`src/rtl/index_directory_pkg.sv`:
```
// Shared types and sizing helpers for the index-addressed tag store.
// The read response struct is sized by TAG_WIDTH; index_directory's WIDTH
// parameter must stay equal to it.
package index_directory_pkg;

    localparam int TAG_WIDTH = 8;

    typedef struct packed {
        logic                 hit;
        logic [TAG_WIDTH-1:0] tag;
    } rd_rsp_t;

    function automatic int index_width(input int depth);
        return (depth > 1) ? $clog2(depth) : 1;
    endfunction

    function automatic int count_width(input int depth);
        return $clog2(depth + 1);
    endfunction

endpackage

```
`src/rtl/index_directory_count_ones.sv`:
```
// Population count of a bit vector, used for the directory occupancy count.
module count_ones
    import index_directory_pkg::*;
#(
    parameter int  WIDTH       = 16,
    localparam int COUNT_WIDTH = count_width(WIDTH)
) (
    input  logic [WIDTH-1:0]       bits_i,
    output logic [COUNT_WIDTH-1:0] count_o
);

    // Ripple sum of the set bits; small enough that a tree buys nothing.
    always_comb begin
        count_o = '0;
        for (int i = 0; i < WIDTH; i++) begin
            count_o = count_o + COUNT_WIDTH'(bits_i[i]);
        end
    end

endmodule

```
`src/rtl/index_directory.sv`:
```
// Index-addressed tag store for the response side of an ID-tracked interface.
// Issue side writes a tag into a slot; completion side reads a slot by index
// and may release it in the same access. Read data is registered (1 cycle).
// Optional feature: define INDEX_DIRECTORY_BYPASS_EN to forward a same-cycle
// write to a read of the same index (release then wins over the write);
// without it the read returns pre-write contents and the write wins.
module index_directory
    import index_directory_pkg::*;
#(
    parameter int  WIDTH       = TAG_WIDTH,
    parameter int  DEPTH       = 16,
    localparam int INDEX_WIDTH = index_width(DEPTH),
    localparam int COUNT_WIDTH = count_width(DEPTH)
) (
    input  logic                   clock,
    input  logic                   resetn,
    input  logic                   write_enable,
    input  logic [INDEX_WIDTH-1:0] write_index,
    input  logic [WIDTH-1:0]       write_tag,
    input  logic                   read_enable,
    input  logic [INDEX_WIDTH-1:0] read_index,
    input  logic                   read_release,
    output logic [WIDTH-1:0]       read_tag,
    output logic                   read_hit,
    output logic                   read_ready,
    output logic                   write_collision,
    output logic                   full,
    output logic                   empty,
    output logic [COUNT_WIDTH-1:0] count
);

    logic [DEPTH-1:0]            valid_q, valid_d;
    logic [DEPTH-1:0][WIDTH-1:0] tags_q, tags_d;
    rd_rsp_t                     rsp_q, rsp_d;
    logic                        ready_q;
    logic                        coll_q, coll_d;
    logic                        rel;
    logic                        same_idx;

    assign rel      = read_enable & read_release;
    assign same_idx = (write_index == read_index);

    // Next-state of the valid/tag arrays; ordering of write vs release
    // decides who wins when both hit the same slot.
    always_comb begin
        valid_d = valid_q;
        tags_d  = tags_q;
`ifdef INDEX_DIRECTORY_BYPASS_EN
        if (write_enable) begin
            valid_d[write_index] = 1'b1;
            tags_d[write_index]  = write_tag;
        end
        if (rel) valid_d[read_index] = 1'b0;
`else
        if (rel) valid_d[read_index] = 1'b0;
        if (write_enable) begin
            valid_d[write_index] = 1'b1;
            tags_d[write_index]  = write_tag;
        end
`endif
    end

    // Read lookup, plus forwarding of a same-slot write when bypass is built.
    always_comb begin
        rsp_d.hit = valid_q[read_index];
        rsp_d.tag = valid_q[read_index] ? tags_q[read_index] : '0;
`ifdef INDEX_DIRECTORY_BYPASS_EN
        if (write_enable && same_idx) begin
            rsp_d.hit = 1'b1;
            rsp_d.tag = write_tag;
        end
`endif
    end

    // Overwrite of a live entry that is not simultaneously being released.
    always_comb begin
        coll_d = write_enable & valid_q[write_index] & ~(rel & same_idx);
    end

    // State and output registers; reset drops any in-flight read.
    always_ff @(posedge clock or negedge resetn) begin
        if (!resetn) begin
            valid_q <= '0;
            tags_q  <= '0;
            rsp_q   <= '0;
            ready_q <= 1'b0;
            coll_q  <= 1'b0;
        end else begin
            valid_q <= valid_d;
            tags_q  <= tags_d;
            ready_q <= read_enable;
            coll_q  <= coll_d;
            if (read_enable) rsp_q <= rsp_d;
        end
    end

    count_ones #(.WIDTH(DEPTH)) u_count (
        .bits_i  (valid_q),
        .count_o (count)
    );

    assign read_tag        = rsp_q.tag;
    assign read_hit        = rsp_q.hit;
    assign read_ready      = ready_q;
    assign write_collision = coll_q;
    assign full            = &valid_q;
    assign empty           = ~|valid_q;

endmodule

```
`config.mk`:
```
export PLATFORM = sky130hd
export DESIGN_NAME = index_directory
export DESIGN_NICKNAME = d
export VERILOG_FILES = /design/src/rtl/index_directory_pkg.sv /design/src/rtl/index_directory_count_ones.sv /design/src/rtl/index_directory.sv
export SDC_FILE = /design/constraint.sdc
export NUM_CORES = 1
export LEC_CHECK = 0
export CAP_MARGIN = 20
export CORE_MARGIN = 10
export CORE_UTILIZATION = 35
export DETAILED_ROUTE_END_ITERATION = 7
export GPL_ROUTABILITY_DRIVEN = 0
export PLACE_DENSITY_LB_ADDON = 0.15
export RECOVER_POWER = 100
export SYNTH_ARGS = -nofsm -noshare
export SYNTH_HDL_FRONTEND = slang
export SYNTH_SLANG_ARGS = --single-unit
```
`constraint.sdc`:
```
create_clock -name clock -period 6.2 [get_ports clock]
set_input_delay 0.93 -clock clock [delete_from_list [all_inputs] [get_ports clock]]
set_output_delay 0.93 -clock clock [all_outputs]
set_load 0.01 [all_outputs]
```
==> summary.md, run 1 <==
| Metric | Value |
|---|---|
| Status | `finished with violations` |
| Failing checks | `capacitance limit, slew limit` |
| Hold_buf cts | `0` |
| Simple-Gate Fraction of Synth Area | `5.588%` |
| Leak pwr | `3.735 nW` |
| Mux contribution to synthesized area | `30.79%` |
| DIE WIDTH | `168.1 µm` |
| Final Non-Filler Cells | `861` |
| Worst hold slack | `0.4787 ns` |
| Via count | `4579` |
| GR Util met1 | `18.01%` |
| Global-route wire length before repair | `30.11 mm` |
| Register bit total from synthesis | `155` |
| Ant diodes | `0` |
| PD cells | `430.0 nW/µm²` |
| Clock period minus worst slack | `5.718 ns` |
| Synth Area in Compound Gates | `4.871%` |
| CTS H-tree depth | `4` |
| Worst Path Required | `5.27 ns` |
| Gr ovfl total | `0` |
| Num CTS Buffers | `17` |
| Setup_tns | `0 ns` |
| Synth Area in XOR/XNOR | `0.6843%` |
| Clk_lat worst skew | `0.42 ns` |
| Global-route usage over all layers | `13.88%` |
| Worst-path clk slew | `0.06 ns` |
| Clock net sink count | `155` |
| Die Area | `28270 µm²` |
| Met3 usage | `3.539%` |
| Hold Vio Cnt, Final | `0` |
| Post-Synth Adder-Cell Area | `3.910%` |
| Hpwl dp | `12.63 mm` |
| Largest net degree at the start of global routing | `87` |
| First-pass iteration count of the detailed router | `4` |
| Final setup fails | `0` |
| Core ar. | `21690 µm²` |
| DR WL/cell | `22.26 µm` |
| Synthesized area per cell | `14.22 µm²` |
| Reg2Reg Depth | `4` |
| Initial antenna violation count | `0` |
| Critical Path Start Type | `register` |
| RSZ-0062 raised after global routing | `no` |
| Starting density of the core | `35.41%` |
| Syn_nets | `579` |
| Main combinational cell family by area after synthesis | `multiplexers` |
| Crit. End Element | `output pin` |
| # Post-CTS Setup Buffers | `0` |
| Cells after Synth | `540` |
| Fin nets | `607` |
| Placed cells | `828` |
| Row cnt | `54` |
| Area growth from synthesis to layout | `14.87%` |
| Worst Hold Class | `reg -> reg` |
| Antenna viol nets, final | `0` |
| Worst-margin pin slew | `4.677 ns` |
| Max VDD drop | `358.9 µV` |
| Final WL | `19.17 mm` |
| Hold path cells | `2` |
| Unique masters post-synth | `41` |
| Ports | `39` |
| CTS-repair resized insts | `0` |
| Maximum clock insertion buffer count | `2` |
| Arrival time at the worst endpoint | `4.79 ns` |
| Layer carrying the most global-route usage | `met2` |
| Worst Setup Path Type | `reg -> out` |
| Met2 Resource Use GR | `22.64%` |
| Die H | `168.1 µm` |
| Vias per Instance | `5.318` |
| Slew Limit Fails | `115` |
| Post-Syn Area | `7680 µm²` |
| Clock Tree Root | `clkbuf_16` |
| Critical path peak fanout | `5` |
| Port buffer count | `38` |
| Share of layout cells above drive strength 1 | `34.77%` |
| Ys Warns | `0` |
| Fin crit share | `92.23%` |
| Tot Pwr | `3.794 mW` |
| Register area share after synthesis | `50.51%` |
| F_max | `174.9 MHz` |
| Reported max-cap violation count | `2` |
| Vias in the first global route | `4934` |
| Max-Slew Margin vs Limit | `-211.8%` |
| Initial DRC count | `225` |
| CTS tree | `yes` |
| Worst clock skew | `0.007216 ns` |
| DRC violations left | `0` |
## flip-flops by register name, summed over array words and instances, names as in the netlist
signal           flops
tags_q             128
valid_q             16
read_tag             8
read_hit             1
read_ready           1
write_collision      1
## Yosys cell counts, drive strengths merged
cell type | number | area [µm²]
o22ai | 1 | 6.260
a22o | 18 | 157.7
nand2 | 19 | 73.82
or2 | 1 | 6.260
nor4b | 2 | 17.52
mux2 | 128 | 1441
a21o | 1 | 7.510
xor2 | 1 | 8.760
fa | 10 | 200.2
nor2b | 4 | 25.02
buf | 21 | 126.4
o21ai | 24 | 120.1
nand4 | 6 | 37.54
inv | 27 | 101.4
nor2 | 21 | 115.1
mux4 | 41 | 923.4
or3 | 1 | 6.260
clkinv | 1 | 3.750
o311a | 1 | 10.01
xnor2 | 5 | 43.79
o21a | 1 | 7.510
nand2b | 8 | 50.05
o31ai | 8 | 60.06
and2 | 1 | 6.260
nand3 | 2 | 10.01
a21oi | 1 | 5.000
nor3b | 1 | 7.510
dfrtp | 155 | 3879
nor4 | 3 | 18.77
ha | 8 | 100.1
nand4b | 2 | 17.52
clkbuf | 13 | 48.80
nand3b | 4 | 37.53
## routing by layer
metal  up-vias  wire [µm]
li1       2032          -
met1      2445       8680
met5         -          0
met2        92       9444
met4         0        150
met3        10        893
## metrics by stage
| stage | utilization, % | setup WS (ns) | instance area [µm²] |
|---|---|---|---|
| after floorplan | - | 1.602 | 7680 |
| after global placement | 38.07 | 1.028 | 8257 |
| after detailed placement | 38.07 | 0.9605 | 8257 |
| after CTS | 40.93 | 0.4982 | 8877 |
| after global routing | 40.68 | 0.2929 | 8822 |
| final | 40.68 | 0.4816 | 8822 |
## placed cells by master (no fill, tap or decap), types with 5 or more instances in the layout
cell type / n
dfrtp_1: 155
mux2_2: 128
mux4_2: 41
inv_1: 27
o21ai_0: 23
nor2_1: 21
dlygate4sd3_1: 21
nand2_1: 19
a22o_1: 18
clkbuf_16: 17
clkdlybuf4s50_1: 14
fa_1: 10
nand2b_1: 8
o31ai_1: 8
ha_1: 8
clkbuf_1: 8
nand4_1: 6
xnor2_1: 5
## worst max-delay path, cell delays in order (launching register included)
cell and delay (ns):
dfrtp_1 0.40, inv_1 0.06, ha_1 0.29, inv_1 0.07, fa_1 0.43, fa_1 0.49, fa_1 0.54, fa_1 0.43
fa_1 0.42, fa_1 0.42, nor2b_1 0.12, o21a_1 0.11, dlygate4sd3_1 0.59
## logic make-up (layout without fill, tap and decap cells)
logic type	after synthesis	in the layout
muxes	169	169
DFF	155	155
and+or+nand+nor	75	75
buffers and inverters	62	103
AOI/OAI and AO/OA	55	55
adders and majority gates	18	18
xor gates and xnor gates	6	6
## report_power, final
group	switching [mW]	internal, mW	total (mW)
logic	0.578	0.741	1.32
clock network	0.408	0.686	1.09
registers	0.138	1.24	1.38
## final timing paths
kind | slack (ns) | startpoint | to
max in group asynchronous | 1.30 | resetn | tags_q[127]$_DFFE_PN0P_
setup reg to reg | 4.08 | valid_q[11]$_DFF_PN0_ | read_tag[4]$_DFFE_PN0P_
hold / removal | 0.48 | read_tag[3]$_DFFE_PN0P_ | read_tag[3]$_DFFE_PN0P_
setup / recovery | 0.48 | valid_q[0]$_DFF_PN0_ | count[4]
hold reg to reg | 0.48 | read_tag[3]$_DFFE_PN0P_ | read_tag[3]$_DFFE_PN0P_
min in group asynchronous | 2.20 | resetn | tags_q[62]$_DFFE_PN0P_
## final cells by class
class,count,area (µm²)
clock buffers,22,454.2
flip-flops and latches,155,3879
repair buffers,43,392.9
clock inverters,10,166.4
well taps,280,350.3
fillers,2003,12870
inverters,28,105.1
multi-input cells,323,3475
Note: power is estimated with default switching activity, not from simulation.
==> run 2: changes to the inputs <==
- CORE_MARGIN: 10 -> default
==> run 2 against run 1 <==
Net effect: the run still ends with capacitance limit, slew limit left; routed wire length down 1.2%; via count down 1.1%; critical path depth unchanged; critical path type unchanged; final area about the same; clock skew up 0.0039 ns; sequential share of layout area about the same; fmax down 0.71%; global-route usage up 4.7 points; utilization up 0.73 points; count of clock-buffer cells in the layout up 2.
==> summary.md, run 2 (synthesis gave the netlist of run 1 again) <==
| Metric | Value |
|---|---|
| Crit. End Element | `output pin` |
| Most frequent cells in the layout | `dfrtp_1 (155), mux2_2 (128), mux4_2 (41), inv_1 (27), o21ai_0 (23)` |
| Max-Slew Margin vs Limit | `-220.3% (-8.5 points)` |
| Max reg flops | `128 (unchanged)` |
| Net Switching | `1.147 mW (+2.1%)` |
| Clock net sink count | `155 (unchanged)` |
| Placed cells | `824 (-0.48%)` |
| Hold_buf cts | `0 (unchanged)` |
| Worst-path clk slew | `0.06 ns (about the same)` |
| Die Area | `22540 µm² (-20%)` |
| Final setup fails | `0 (unchanged)` |
| Final WL | `18.94 mm (-1.2%)` |
| F_max | `173.6 MHz (-0.71%)` |
| DRC violations left | `0 (unchanged)` |
| Starting density of the core | `36.08% (+0.67 points)` |
| Antenna viol nets, final | `0 (unchanged)` |
| Reported max-cap violation count | `3 (+1)` |
| Final Util | `41.41% (+0.73 points)` |
| Worst-margin pin slew | `4.805 ns (+0.1278 ns)` |
| Clock network power share | `29.0% (about the same)` |
| Worst Hold Class | `reg -> reg` |
| Commonest non-fill, non-tap cell in the layout | `dfrtp_1` |
| Fin nets | `607 (unchanged)` |
| First-pass iteration count of the detailed router | `4 (unchanged)` |
| Arrival time at the worst endpoint | `4.83 ns (+0.04 ns)` |
| Cell Int Power | `2.664 mW (-0.19%)` |
| Status | `finished with violations` |
| Slew Limit Fails | `133 (+16%)` |
| Final Non-Filler Cells | `856 (-0.58%)` |
| Combinational group share of total power | `35.0% (+0.2 points)` |
| Vias per Instance | `5.290 (-0.54%)` |
| # Post-CTS Setup Buffers | `0 (unchanged)` |
| Worst Setup Path Type | `reg -> out` |
| Final Cell Area | `8815 µm² (about the same)` |
| Ports | `39 (unchanged)` |
| CTS H-tree depth | `4 (unchanged)` |
| Worst Path Required | `5.27 ns (about the same)` |
| Ant diodes | `0 (unchanged)` |
| Global-route wire length before repair | `30.27 mm (+0.53%)` |
| Critical path peak fanout | `5 (unchanged)` |
| Core ar. | `21290 µm² (-1.9%)` |
| Fillers | `1991 (-0.60%)` |
| Largest reg by FF count | `tags_q` |
| Switch share | `30.10% (+0.47 points)` |
| Worst slack, placed | `0.9400 ns (-0.02047 ns)` |
| Gr ovfl total | `0 (unchanged)` |
| Failing checks | `capacitance limit, slew limit` |
| Max VDD drop | `349.4 µV (-2.6%)` |
| Port buffer count | `38 (unchanged)` |
| Die H | `150.1 µm (-11%)` |
| CTS-repair resized insts | `0 (unchanged)` |
| Tot Pwr | `3.812 mW (+0.48%)` |
| Seq pwr share | `36.1% (-0.3 points)` |
| Hpwl dp | `12.56 mm (-0.55%)` |
| RSZ-0062 raised after global routing | `no` |
| Global-route usage over all layers | `18.59% (+4.7 points)` |
| Initial DRC count | `275 (+22%)` |
| Hold Vio Cnt, Final | `0 (unchanged)` |
| Vias in the first global route | `4988 (+1.1%)` |
| Area after DPL | `8258 µm² (about the same)` |
| Worst clock skew | `0.01115 ns (+0.003933 ns)` |
| DIE WIDTH | `150.1 µm (-11%)` |
| Leak pwr | `3.734 nW (about the same)` |
| Initial antenna violation count | `0 (unchanged)` |
| Via count | `4528 (-1.1%)` |
| Clk_lat worst skew | `0.42 ns (about the same)` |
| Setup_tns | `0 ns (unchanged)` |
| CTS tree | `yes` |
| Area growth from synthesis to layout | `14.78% (about the same)` |
| Critical Path Start Type | `register` |
| Largest net degree at the start of global routing | `89 (+2.3%)` |
| Share of layout cells above drive strength 1 | `34.77% (unchanged)` |
| Maximum clock insertion buffer count | `2 (unchanged)` |
| DR WL/cell | `22.13 µm (-0.61%)` |
| Num CTS Buffers | `17 (unchanged)` |
| Worst hold slack | `0.4793 ns (+0.0005590 ns)` |
| Worst setup slack after layout | `0.4410 ns (-0.04065 ns)` |
| Row cnt | `53 (-1.9%)` |
| PD cells | `432.4 nW/µm² (+0.56%)` |
| Fin crit share | `92.89% (+0.66 points)` |
| Clock Tree Root | `clkbuf_16` |
| Clock period minus worst slack | `5.759 ns (+0.04065 ns)` |
[run 2: changes by cell type in the layout (fill, tap and decap cells not counted)]
cell / before / now
clkbuf_8: 1 / 4
clkinv_2: 1 / 0
bufinv_16: 4 / 3
inv_6: 0 / 2
clkinv_4: 3 / 1
buf_4: 3 / 2
[run 2: final timing paths]
check	endpoint	slack, ns	cells after the start	start
setup / recovery	count[4]	0.44	12	valid_q[0]$_DFF_PN0_
hold reg to reg	read_tag[3]$_DFFE_PN0P_	0.48	2	read_tag[3]$_DFFE_PN0P_
hold / removal	read_tag[3]$_DFFE_PN0P_	0.48	2	read_tag[3]$_DFFE_PN0P_
max in group asynchronous	tags_q[117]$_DFFE_PN0P_	1.18	2	resetn
setup reg to reg	read_tag[1]$_DFFE_PN0P_	4.06	4	valid_q[11]$_DFF_PN0_
min in group asynchronous	tags_q[123]$_DFFE_PN0P_	2.22	1	resetn
[run 2: power by group through the flow]
stage / clock network, mW / logic (mW) / registers, mW
2_1_floorplan: 0 / 0.910 / 1.35
5_1_grt: 1.17 / 1.51 / 1.41
3_3_place_gp: 0 / 1.37 / 1.38
4_1_cts: 1.13 / 1.43 / 1.37
3_5_place_dp: 0 / 1.43 / 1.39
6_report: 1.10 / 1.33 / 1.37
[run 2: final cells by class]
type                    instances  area (µm²)  share of cell area [%]
multi-input cells             323        3475                   39.42
clock buffers                  24       491.7                   5.578
flip-flops and latches        155        3879                   44.00
inverters                      28       105.1                   1.192
repair buffers                 43       389.1                   4.414
clock inverters                 8       131.4                   1.490
well taps                     275       344.1                   3.903
[run 2: critical path: stages (launching register included)]
cell	delay (ns)
dfrtp_1	0.40
inv_1	0.06
ha_1	0.28
inv_1	0.07
fa_1	0.43
fa_1	0.50
fa_1	0.53
fa_1	0.43
fa_1	0.42
fa_1	0.43
nor2b_1	0.14
o21a_1	0.13
dlygate4sd3_1	0.60
[run 2: routing by layer]
| layer | routed length, µm | vias to the layer above | track usage, % |
|---|---|---|---|
| met5 | 0 | - | 0 |
| met4 | 184 | 0 | 5.051 |
| met3 | 887 | 12 | 4.364 |
| met2 | 9528 | 102 | 30.19 |
| met1 | 8341 | 2393 | 24.89 |
| li1 | - | 2021 | - |
==> run 3: changes to the inputs <==
- clock period: 6.2 -> 6.1 ns (I/O delays scaled with it)
==> run 3 against run 2 <==
Net effect: the flow still finishes with violations (capacitance limit, slew limit); register-to-register slack got worse by 0.11 ns; die area is the same; sequential share of layout area increased by 0.17 points; final cell count down 0.12%; count of clock-buffer cells in the layout down 4; utilization decreased by 0.16 points; non-clock buffer count did not move; via count is 1.8% higher; sequential power about the same; critical path depth is the same; critical path type unchanged; largest power group unchanged.
==> summary.md, run 3 (synthesis gave the netlist of run 1 again) <==
| Metric | Value |
|---|---|
| # Post-CTS Setup Buffers | `0 (unchanged)` |
| Ports | `39 (unchanged)` |
| Global-route wire length before repair | `30.30 mm (about the same)` |
| Hpwl dp | `12.55 mm (about the same)` |
| Worst Path Required | `5.18 ns (-0.09 ns)` |
| CTS-repair resized insts | `0 (unchanged)` |
| Final setup fails | `0 (unchanged)` |
| Worst hold slack | `0.4805 ns (+0.001176 ns)` |
| Failing checks | `capacitance limit, slew limit` |
| Max reg flops | `128 (unchanged)` |
| Leak pwr | `3.726 nW (-0.23%)` |
| Status | `finished with violations` |
| Hold_buf cts | `0 (unchanged)` |
| Starting density of the core | `36.08% (unchanged)` |
| DIE WIDTH | `150.1 µm (unchanged)` |
| Initial DRC count | `283 (+2.9%)` |
| Gr ovfl total | `0 (unchanged)` |
| Fin crit share | `94.14%` |
| Via count | `4611 (+1.8%)` |
| DR WL/cell | `22.19 µm (+0.26%)` |
| Vias per Instance | `5.393 (+2.0%)` |
| First-pass iteration count of the detailed router | `5 (+1)` |
| Clk_lat worst skew | `0.43 ns (about the same)` |
| Largest reg by FF count | `tags_q` |
| Antenna viol nets, final | `0 (unchanged)` |
| F_max | `174.1 MHz` |
| Die Area | `22540 µm² (unchanged)` |
| Final WL | `18.97 mm (+0.15%)` |
| Area growth from synthesis to layout | `14.34%` |
| CTS H-tree depth | `4 (unchanged)` |
| Crit. End Element | `output pin` |
| Commonest non-fill, non-tap cell in the layout | `dfrtp_1` |
| Maximum clock insertion buffer count | `2 (unchanged)` |
| Clock Tree Root | `clkbuf_16` |
| Global-route usage over all layers | `18.55% (-0.039 points)` |
| CTS tree | `yes` |
| Num CTS Buffers | `17 (unchanged)` |
| Worst clock skew | `0.01469 ns (+0.003541 ns)` |
| Ant diodes | `0 (unchanged)` |
| Vias in the first global route | `5004 (+0.32%)` |
| Worst-path clk slew | `0.07 ns (about the same)` |
| Setup_tns | `0 ns (unchanged)` |
| Initial antenna violation count | `0 (unchanged)` |
| Slew Limit Fails | `112 (-16%)` |
| Port buffer count | `38 (unchanged)` |
| Worst Setup Path Type | `reg -> out` |
| Row cnt | `53 (unchanged)` |
| Clock net sink count | `155 (unchanged)` |
| Fin nets | `607 (unchanged)` |
| Max VDD drop | `353.2 µV (+1.1%)` |
| Arrival time at the worst endpoint | `4.83 ns (about the same)` |
| Worst Hold Class | `reg -> reg` |
| Largest net degree at the start of global routing | `89 (unchanged)` |
| Reported max-cap violation count | `2 (-1)` |
| PD cells | `431.3 nW/µm² (-0.27%)` |
| Most frequent cells in the layout | `dfrtp_1 (155), mux2_2 (128), mux4_2 (41), inv_1 (27), o21ai_0 (23)` |
| Worst-margin pin slew | `4.103 ns (-0.7016 ns)` |
| Hold Vio Cnt, Final | `0 (unchanged)` |
| RSZ-0062 raised after global routing | `no` |
| DRC violations left | `0 (unchanged)` |
| Critical path peak fanout | `5 (unchanged)` |
| Max-Slew Margin vs Limit | `-173.6% (+47 points)` |
| Core ar. | `21290 µm² (unchanged)` |
| Critical Path Start Type | `register` |
| Die H | `150.1 µm (unchanged)` |
| Clock period minus worst slack | `5.743 ns` |
| Share of layout cells above drive strength 1 | `35.34% (+0.58 points)` |
[run 3: cell count changes in the layout (fill, tap and decap cells not counted)]
cell             delta
clkbuf_8            -1
clkinv_4            +5
bufinv_16           -2
clkinvlp_4          -1
buf_4               +1
clkbuf_1            -5
clkdlybuf4s25_1     +1
clkinv_2            +1
[run 3: layout make-up]
type,instances,area [µm²]
fill,1972,12510
sequential,155,3879
multi-input combinational,323,3475
clock buffer,20,466.7
timing repair buffer,43,399.1
tap,275,344.1
clock inverter,11,112.6
inverter,28,105.1
[run 3: worst max-delay path: stages, from the launching register on]
cell and delay [ns]:
dfrtp_1 0.40, inv_1 0.06, ha_1 0.29, inv_1 0.07, fa_1 0.43, fa_1 0.49, fa_1 0.53, fa_1 0.43
fa_1 0.42, fa_1 0.43, nor2b_1 0.14, o21a_1 0.13, dlygate4sd3_1 0.60
[run 3: metrics by stage]
step                utilization [%]  power (mW)  setup slack (ns)  cell area, µm²  cells
floorplan                         -       2.299             1.517            7680    540
global placement              38.79       2.791            0.9269            8258    824
detailed placement            38.79       2.860            0.8510            8258    824
CTS                           41.52       3.907            0.3974            8837    855
global route                  41.25       4.043            0.1824            8781    855
finish                        41.25       3.787            0.3574            8781    855
[run 3: power by group]
part / switching, mW / internal [mW]
combinational: 0.598 / 0.753
clock: 0.443 / 0.597
sequential: 0.134 / 1.26
[run 3: path summary, 6_finish.rpt]
kind                                          from                       to  slack, ns  depth (start not counted)
hold / removal             read_tag[3]$_DFFE_PN0P_  read_tag[3]$_DFFE_PN0P_       0.48                          2
setup reg to reg             valid_q[11]$_DFF_PN0_  read_tag[1]$_DFFE_PN0P_       3.95                          4
setup / recovery              valid_q[0]$_DFF_PN0_                 count[4]       0.36                         12
max in group asynchronous                   resetn   tags_q[79]$_DFFE_PN0P_       1.38                          2
min in group asynchronous                   resetn  tags_q[107]$_DFFE_PN0P_       2.13                          1
hold reg to reg            read_tag[3]$_DFFE_PN0P_  read_tag[3]$_DFFE_PN0P_       0.48                          2
[run 3: routing by layer]
| layer | wire (µm) | up-vias | track usage, % |
|---|---|---|---|
| met1 | 8625 | 2456 | 24.96 |
| met3 | 761 | 21 | 4.030 |
| met2 | 9336 | 106 | 29.79 |
| li1 | - | 2028 | - |
| met5 | 0 | - | 0 |
| met4 | 246 | 0 | 6.010 |
